==> config.mk <==
export PLATFORM = sky130hd
export DESIGN_NAME = controller_sequencer_flat
export DESIGN_NICKNAME = d
export VERILOG_FILES = /design/src/rtl/sap1_pkg.sv /design/src/rtl/controller_sequencer_if.sv /design/src/rtl/ring_counter.sv /design/src/rtl/controller_sequencer.sv /design/src/flat_wrapper.sv
export SDC_FILE = /design/constraint.sdc
export NUM_CORES = 1
export LEC_CHECK = 0
export ABC_AREA = 1
export ABC_CLOCK_PERIOD_IN_PS = 1400
export CAP_MARGIN = 0
export CORE_AREA = 2 2 39 41
export CTS_CLUSTER_DIAMETER = 80
export CTS_CLUSTER_SIZE = 20
export DETAILED_ROUTE_END_ITERATION = 7
export DIE_AREA = 0 0 41 43
export DONT_BUFFER_PORTS = 1
export GPL_TIMING_DRIVEN = 1
export PLACE_DENSITY = 0.55
export SLEW_MARGIN = 15
export SYNTH_ARGS = -nofsm -noshare
export SYNTH_HDL_FRONTEND = slang
export SYNTH_SLANG_ARGS = --single-unit
export TNS_END_PERCENT = 10
==> constraint.sdc <==
create_clock -name clk -period 1.4 [get_ports clk]
set_clock_uncertainty 0.2 [all_clocks]
set_input_delay 0.14 -clock clk [delete_from_list [all_inputs] [get_ports clk]]
set_output_delay 0.14 -clock clk [all_outputs]
set_load 0.02 [all_outputs]
==> src/rtl/sap1_pkg.sv <==
// ----------------------------------------------------------------------------
// sap1_pkg
// Shared definitions for the SAP-1 controller/sequencer:
//   - opcode constants for the five defined instructions
//   - T-state index enum (bit position in the one-hot ring, T1 = bit 0)
//   - control_word_t, the 12-bit control word in datapath bit order
//   - CW_IDLE, the control word with every signal at its inactive level
// ----------------------------------------------------------------------------
package sap1_pkg;

   localparam logic [3:0] OP_LDA = 4'b0000;
   localparam logic [3:0] OP_ADD = 4'b0001;
   localparam logic [3:0] OP_SUB = 4'b0010;
   localparam logic [3:0] OP_OUT = 4'b1110;
   localparam logic [3:0] OP_HLT = 4'b1111;

   typedef enum logic [2:0] {
      T1 = 3'd0,
      T2 = 3'd1,
      T3 = 3'd2,
      T4 = 3'd3,
      T5 = 3'd4,
      T6 = 3'd5
   } t_idx_e;

   // MSB first: Cp Ep Lm_bar CE_bar Li_bar Ei_bar La_bar Ea Su Eu Lb_bar Lo_bar
   typedef struct packed {
      logic Cp;
      logic Ep;
      logic Lm_bar;
      logic CE_bar;
      logic Li_bar;
      logic Ei_bar;
      logic La_bar;
      logic Ea;
      logic Su;
      logic Eu;
      logic Lb_bar;
      logic Lo_bar;
   } control_word_t;

   // Active-high signals low, active-low signals high.
   localparam control_word_t CW_IDLE = 12'b0011_1110_0011;

endpackage

==> src/rtl/controller_sequencer_if.sv <==
// ----------------------------------------------------------------------------
// controller_sequencer_if
// Bundles the opcode input, the T-state output, the 12 control lines and the
// halt request of the SAP-1 controller/sequencer.
//   master : the controller (consumes instruction_bus, drives everything else)
//   slave  : the datapath side (drives instruction_bus, observes the rest)
// ----------------------------------------------------------------------------
interface controller_sequencer_if #(
   parameter int INSTRUCTION_WIDTH = 4,
   parameter int RING_LENGTH       = 6
);
   logic [INSTRUCTION_WIDTH-1:0] instruction_bus;
   logic [RING_LENGTH-1:0]       t_state;
   logic Cp;
   logic Ep;
   logic Lm_bar;
   logic CE_bar;
   logic Li_bar;
   logic Ei_bar;
   logic La_bar;
   logic Ea;
   logic Su;
   logic Eu;
   logic Lb_bar;
   logic Lo_bar;
   logic hlt;

   modport master (
      input  instruction_bus,
      output t_state, Cp, Ep, Lm_bar, CE_bar, Li_bar, Ei_bar,
             La_bar, Ea, Su, Eu, Lb_bar, Lo_bar, hlt
   );

   modport slave (
      output instruction_bus,
      input  t_state, Cp, Ep, Lm_bar, CE_bar, Li_bar, Ei_bar,
             La_bar, Ea, Su, Eu, Lb_bar, Lo_bar, hlt
   );
endinterface

==> src/rtl/ring_counter.sv <==
// ----------------------------------------------------------------------------
// ring_counter
// One-hot T-state ring for the SAP-1 sequencer. Rotates left on each falling
// clock edge unless hold is high; an asynchronous active-low clear forces T1.
// Ports:
//   clk      in   clock (state changes on falling edge)
//   clr_bar  in   asynchronous active-low clear to T1
//   hold     in   freeze the ring (driven by the halt request)
//   t_state  out  one-hot current T-state, bit 0 = T1
// ----------------------------------------------------------------------------
module ring_counter #(
   parameter int RING_LENGTH = 6
) (
   input  logic                   clk,
   input  logic                   clr_bar,
   input  logic                   hold,
   output logic [RING_LENGTH-1:0] t_state
);

   always_ff @(negedge clk or negedge clr_bar) begin
      if (!clr_bar) begin
         t_state <= RING_LENGTH'(1);
      end else if (!hold) begin
         t_state <= {t_state[RING_LENGTH-2:0], t_state[RING_LENGTH-1]};
      end
   end

endmodule

==> src/rtl/controller_sequencer.sv <==
// ----------------------------------------------------------------------------
// controller_sequencer
// SAP-1 control unit. A 6-state one-hot ring (T1..T6) sequences fetch
// (T1-T3) and execute (T4-T6); the control word is decoded combinationally
// from the T-state and the opcode. State changes on the falling edge so the
// control word is settled half a period before the rising edge at which the
// datapath loads. HLT in T4 raises hlt, and the next falling edge latches a
// halted flag that freezes the ring until clr_bar is asserted.
// Ports:
//   clk      in     system clock
//   clr_bar  in     asynchronous active-low reset
//   ctrl     master instruction_bus in; t_state, 12 control lines, hlt out
// RING_LENGTH is fixed at 6 for SAP-1; other values are not supported.
// ----------------------------------------------------------------------------
module controller_sequencer
   import sap1_pkg::*;
#(
   parameter int INSTRUCTION_WIDTH = 4,
   parameter int RING_LENGTH       = 6
) (
   input  logic                   clk,
   input  logic                   clr_bar,
   controller_sequencer_if.master ctrl
);

   logic [RING_LENGTH-1:0]       t_state;
   logic [INSTRUCTION_WIDTH-1:0] opcode;
   logic                         halted;
   logic                         hlt_c;
   control_word_t                cw;

   assign opcode = ctrl.instruction_bus;

   ring_counter #(
      .RING_LENGTH (RING_LENGTH)
   ) u_ring (
      .clk     (clk),
      .clr_bar (clr_bar),
      .hold    (hlt_c),
      .t_state (t_state)
   );

   // Halted flag: set on the falling edge that ends an HLT T4, cleared only
   // by reset. Once set it alone keeps hlt high and the ring frozen.
   always_ff @(negedge clk or negedge clr_bar) begin
      if (!clr_bar) begin
         halted <= 1'b0;
      end else if (hlt_c) begin
         halted <= 1'b1;
      end
   end

   // Decode. clr_bar is used directly so the outputs go inactive the moment
   // reset is asserted rather than showing the T1 fetch word.
   always_comb begin
      cw    = CW_IDLE;
      hlt_c = 1'b0;
      if (!clr_bar) begin
         cw    = CW_IDLE;
      end else if (halted) begin
         hlt_c = 1'b1;
      end else if (t_state[T1]) begin
         cw.Ep     = 1'b1;
         cw.Lm_bar = 1'b0;
      end else if (t_state[T2]) begin
         cw.Cp     = 1'b1;
      end else if (t_state[T3]) begin
         cw.CE_bar = 1'b0;
         cw.Li_bar = 1'b0;
      end else if (t_state[T4]) begin
         case (opcode)
            OP_LDA, OP_ADD, OP_SUB: begin
               cw.Ei_bar = 1'b0;
               cw.Lm_bar = 1'b0;
            end
            OP_OUT: begin
               cw.Ea     = 1'b1;
               cw.Lo_bar = 1'b0;
            end
            OP_HLT: hlt_c = 1'b1;
            default: ;
         endcase
      end else if (t_state[T5]) begin
         case (opcode)
            OP_LDA: begin
               cw.CE_bar = 1'b0;
               cw.La_bar = 1'b0;
            end
            OP_ADD, OP_SUB: begin
               cw.CE_bar = 1'b0;
               cw.Lb_bar = 1'b0;
            end
            default: ;
         endcase
      end else if (t_state[T6]) begin
         case (opcode)
            OP_ADD: begin
               cw.Eu     = 1'b1;
               cw.La_bar = 1'b0;
            end
            OP_SUB: begin
               cw.Eu     = 1'b1;
               cw.La_bar = 1'b0;
               cw.Su     = 1'b1;
            end
            default: ;
         endcase
      end
   end

   assign ctrl.t_state = t_state;
   assign ctrl.Cp      = cw.Cp;
   assign ctrl.Ep      = cw.Ep;
   assign ctrl.Lm_bar  = cw.Lm_bar;
   assign ctrl.CE_bar  = cw.CE_bar;
   assign ctrl.Li_bar  = cw.Li_bar;
   assign ctrl.Ei_bar  = cw.Ei_bar;
   assign ctrl.La_bar  = cw.La_bar;
   assign ctrl.Ea      = cw.Ea;
   assign ctrl.Su      = cw.Su;
   assign ctrl.Eu      = cw.Eu;
   assign ctrl.Lb_bar  = cw.Lb_bar;
   assign ctrl.Lo_bar  = cw.Lo_bar;
   assign ctrl.hlt     = hlt_c;

   // At most one W-bus driver may be active when the datapath samples.
   bus_contention: assert property (
      @(posedge clk)
      $countones({cw.Ep, ~cw.CE_bar, ~cw.Ei_bar, cw.Ea, cw.Eu}) <= 1
   );

endmodule

==> src/flat_wrapper.sv <==
// flat-port wrapper written by rule: the top's interface ports become plain ports
module controller_sequencer_flat import sap1_pkg::*;
#(
   parameter int INSTRUCTION_WIDTH = 4,
   parameter int RING_LENGTH       = 6
)
  (clk, clr_bar, ctrl_instruction_bus, ctrl_t_state, ctrl_Cp, ctrl_Ep, ctrl_Lm_bar, ctrl_CE_bar, ctrl_Li_bar, ctrl_Ei_bar, ctrl_La_bar, ctrl_Ea, ctrl_Su, ctrl_Eu, ctrl_Lb_bar, ctrl_Lo_bar, ctrl_hlt);
  controller_sequencer_if #(.INSTRUCTION_WIDTH(INSTRUCTION_WIDTH), .RING_LENGTH(RING_LENGTH)) ctrl_i ();
  input  logic clk;
  input  logic clr_bar;
  input wire logic [$bits(ctrl_i.instruction_bus)-1:0] ctrl_instruction_bus;
  output wire logic [$bits(ctrl_i.t_state)-1:0] ctrl_t_state;
  output wire logic [$bits(ctrl_i.Cp)-1:0] ctrl_Cp;
  output wire logic [$bits(ctrl_i.Ep)-1:0] ctrl_Ep;
  output wire logic [$bits(ctrl_i.Lm_bar)-1:0] ctrl_Lm_bar;
  output wire logic [$bits(ctrl_i.CE_bar)-1:0] ctrl_CE_bar;
  output wire logic [$bits(ctrl_i.Li_bar)-1:0] ctrl_Li_bar;
  output wire logic [$bits(ctrl_i.Ei_bar)-1:0] ctrl_Ei_bar;
  output wire logic [$bits(ctrl_i.La_bar)-1:0] ctrl_La_bar;
  output wire logic [$bits(ctrl_i.Ea)-1:0] ctrl_Ea;
  output wire logic [$bits(ctrl_i.Su)-1:0] ctrl_Su;
  output wire logic [$bits(ctrl_i.Eu)-1:0] ctrl_Eu;
  output wire logic [$bits(ctrl_i.Lb_bar)-1:0] ctrl_Lb_bar;
  output wire logic [$bits(ctrl_i.Lo_bar)-1:0] ctrl_Lo_bar;
  output wire logic [$bits(ctrl_i.hlt)-1:0] ctrl_hlt;
  assign ctrl_i.instruction_bus = ctrl_instruction_bus;
  assign ctrl_t_state = ctrl_i.t_state;
  assign ctrl_Cp = ctrl_i.Cp;
  assign ctrl_Ep = ctrl_i.Ep;
  assign ctrl_Lm_bar = ctrl_i.Lm_bar;
  assign ctrl_CE_bar = ctrl_i.CE_bar;
  assign ctrl_Li_bar = ctrl_i.Li_bar;
  assign ctrl_Ei_bar = ctrl_i.Ei_bar;
  assign ctrl_La_bar = ctrl_i.La_bar;
  assign ctrl_Ea = ctrl_i.Ea;
  assign ctrl_Su = ctrl_i.Su;
  assign ctrl_Eu = ctrl_i.Eu;
  assign ctrl_Lb_bar = ctrl_i.Lb_bar;
  assign ctrl_Lo_bar = ctrl_i.Lo_bar;
  assign ctrl_hlt = ctrl_i.hlt;
  controller_sequencer #(.INSTRUCTION_WIDTH(INSTRUCTION_WIDTH), .RING_LENGTH(RING_LENGTH)) u_core (.clk(clk), .clr_bar(clr_bar), .ctrl(ctrl_i));
endmodule
Word-level counts from Yosys, hierarchy flattened --
Index checks and enable logic that the tools add are counted.
Storage, ports and cells: logic and storage cells 47, bits in registers 7, input bits 6
Operators by class: multiplexer cells 38, equality and inequality tests 4, reductions and logical operators 3
Operator list (count):
- 1-bit 2-to-1 mux | 30
- 12-bit 2-to-1 mux | 2
- 10-bit 2-to-1 mux | 1
- 9-bit 2-to-1 mux | 1
- 4-bit equality test (second input constant) | 2
- 7-bit 2-to-1 mux | 1
- 4-bit by 1-bit equality test with 1-bit output (second input constant) | 1
- 4-bit by 2-bit equality test with 1-bit output (second input constant) | 1
- 4-bit logical NOT | 1
- 2-bit 2-to-1 mux | 2
- 3-bit 2-to-1 mux | 1
- 3-bit OR reduction | 1
- 2-bit OR reduction | 1

Depth between registers and ports, before layout --
depth after elaboration 11, depth in mapped cells 8, gate-level depth less buffers 8

By module --
Synthesis repeated with hierarchy kept, for this count alone.
Second synthesis, totals: cell total of the unflattened synthesis 77, area, all modules 499.2 um^2
Modules (own cells, without submodules):
- controller_sequencer | cells an instance 51, area an instance 272.8 um^2, times used 1, sequential area each 25.0 um^2
- ring_counter | cells an instance 26, area an instance 226.5 um^2, times used 1, sequential area each 151.4 um^2

==> impl_results.md <==
- Status: finished with violations
- Violated checks: negative setup slack
- Core region area: 1384 um2
- Antenna cell count: 0
- First-pass GRT wire length: between 2000 and 2500 um
- Startpoint types: flip-flop
- Pin count of the biggest net entering global routing: 12
- Syn nets: 85
- CP Data Arrival Time: 2.03 ns
- Pins Over Slew Limit: 0
- Row count: 14
- Final instance area: about 830 um2
- Most common cell after layout, fill and taps aside: nand2_1
- Die Height: 43 um
- PwrDens: 519.9 nW/um2
- Sink Count: 7
- CTS tree: built
- Crit path from: u_core.u_ring.t_state[0]$_DFFE_NN1N_
- Hold Path Class: input port to asynchronous set/reset pin
- PortBufs: 0
- Cells after Synth: 79
- Path depth of the worst reg2reg path: 8
- Final Hold Vio Count: 0
- Vias in the first global route: 553
- Crit-path max FO: 3
- Crit end category: output port
- DR vias/cell: 4.867
- Total GRT Usage: a little under a fifth
- Crit path required time: 1.06 ns
- Critical Path End: ctrl_Lm_bar
- Post-detail-place hpwl: 1067 um
- Worst flop-to-flop path startpoint: u_core.u_ring.t_state[0]$_DFFE_NN1N_
- I/O pin cnt: 25
- Syn Area/Cell: 6.604 um2
- Initial DRC count: 17
- Clock Root Buffer: clkbuf_4
- RSZ-0062 raised after global routing: yes
- Setup WS post-layout: -0.9746 ns
- MaxCap Viol Count: 0
- Htree depth: 1
- Fin nets: 111
- Starting density of the core: a little under two fifths
- Final std cells w/o fill: 120
- Fillers: 130
- Placer congestion estimate: 0.6543
- Worst VDD drop: 485.2 uV
- Worst Tran Pin Value: between 0.2 and 0.3 ns
- P_leak: 0.3937 nW
- DP Area: between 700 and 800 um2
- Synth warnings: 0
- Max Root-Sink Buffers: 2
- Share of layout cells above drive strength 1: 50.96%
- Final wirelength: 1307 um
- DRC Markers: 0
- Reg2Reg Setup Slack: -0.11 ns
- Clk_lat worst skew: 0.31 ns
- Post-synth cell types: 18
- Layout Area Growth over Synthesis: 58.75%
- Mapped cell area: 521.8 um2
- Reg2reg end: u_core.u_ring.t_state[2]$_DFFE_NN0N_
- Initial antenna violation count: 0
- Most frequent cells in the layout: 18 x nand2_1, 14 x buf_4
- Post-Place Cells: 115
- Setup_tns: -15.35 ns
- Post-CTS Setup Repair Bufs: 0
- Inserted Clock Buffers: 3
- Antenna violation net count after detailed routing: 0
- Global route overflow: 0
- Die area: 1763 um2
- DR pass1 iterations: 4
- Seq/Total Area, Yosys: 33.81%
- Reg clk slew, reported paths: 0.03 ns
- Via count: approximately 580
- #FFs+latches synth: 7
- Relative slew slack: 81.94%
- Chip width: 41 um
- Critical Setup Path Class: flip-flop to output port
- Final setup fails: 26
- Routed len/inst: 10.89 um
## per-stage QoR
step / total power, W / hold slack, ns / utilization, % / setup slack [ns]
6_report: 0.0004306 / 0.1799 / 59.86 / -0.9746
5_1_grt: 0.0004576 / 0.1530 / 59.86 / -1.057
4_1_cts: 0.0004414 / 0.1673 / 58.95 / -0.9953
3_5_place_dp: 0.0002453 / 0.1848 / 53.53 / -0.7044
3_3_place_gp: 0.0002451 / 0.1849 / 53.53 / -0.6800
2_1_floorplan: 0.0002409 / 0.2358 / - / -0.7491
## kinds of logic (layout without fill, tap and decap cells)
| logic type | Yosys count | count (layout) | share of synthesized area, % |
|---|---|---|---|
| simple gates | 55 | 55 | 52.52 |
| buf+inv | 14 | 39 | 10.79 |
| flops | 7 | 7 | 33.81 |
| compound gates | 3 | 3 | 2.877 |
## Yosys cell counts
cell,n,area share (%)
dfstp_2,1,5.0
nor4_1,1,1.2
nor2_1,9,6.5
nor3_2,1,1.9
buf_4,1,1.4
nor3_1,3,2.9
inv_2,3,2.2
nand2_2,3,3.6
nand3_1,9,8.6
nand2_1,22,16
nor2_2,3,3.6
dfrtn_1,6,29
o21ai_1,1,0.96
inv_1,10,7.2
nor2_4,1,2.2
nand3_2,1,1.9
nand2_4,2,4.3
o21ai_0,2,1.9
## power breakdown
part	internal, W	switching, W	leakage [nW]	total (W)
logic	0.0000147	0.0000221	0.284	0.0000368
registers	0.000204	0	0.0889	0.000204
clock network	0.000112	0.0000774	0.0203	0.000190
total	0.000331	0.0000995	0.394	0.000431
## worst min path at each step
stage	start	to	slack [ns]	cells after the start
after CTS	clr_bar	u_core.u_ring.t_state[0]$_DFFE_NN1N_	0.17	0
after detailed placement	clr_bar	ctrl_hlt	0.18	2
after floorplan	clr_bar	u_core.halted$_DFFE_NN0P_	0.24	0
after global placement	clr_bar	ctrl_hlt	0.18	2
after global routing	clr_bar	u_core.u_ring.t_state[0]$_DFFE_NN1N_	0.15	0
final	clr_bar	u_core.u_ring.t_state[0]$_DFFE_NN1N_	0.18	0
## per-layer routing
layer	up-vias	wire [um]	track usage, %
li1	297	-	-
met4	0	15	10.00
met5	-	0	0
met2	20	692	28.13
met1	263	524	25.08
met3	4	73	3.665
## registers in the layout, indices dropped and copies added (netlist names)
name                   flops
u_core.u_ring.t_state      6
u_core.halted              1
## layout make-up
| type | count | area (um2) | area share (%) |
|---|---|---|---|
| Sequential cell | 7 | 176.4 | 21.30 |
| Tap cell | 16 | 20.02 | 2.417 |
| Multi-Input combinational cell | 58 | 351.6 | 42.45 |
| Timing Repair Buffer | 22 | 202.7 | 24.47 |
| Inverter | 12 | 47.55 | 5.740 |
| Clock inverter | 1 | 3.754 | 0.4532 |
| Clock buffer | 4 | 26.28 | 3.172 |
## worst max-delay path, stage by stage, from the launching register on
cell and delay, ns:
dfstp_2 0.54, inv_4 0.05, buf_12 0.12, nor3_4 0.11, nor2_1 0.05, buf_4 0.15
## timing repair
item                                    CTS  global route
endpoints found under the hold margin     6             0
endpoints found under the setup margin   26            26
hold buffers                              1             0
resized for setup                        10             4
gates cloned                              0             0
pin swaps                                 6             2
Power figures use the tool's default switching activity.
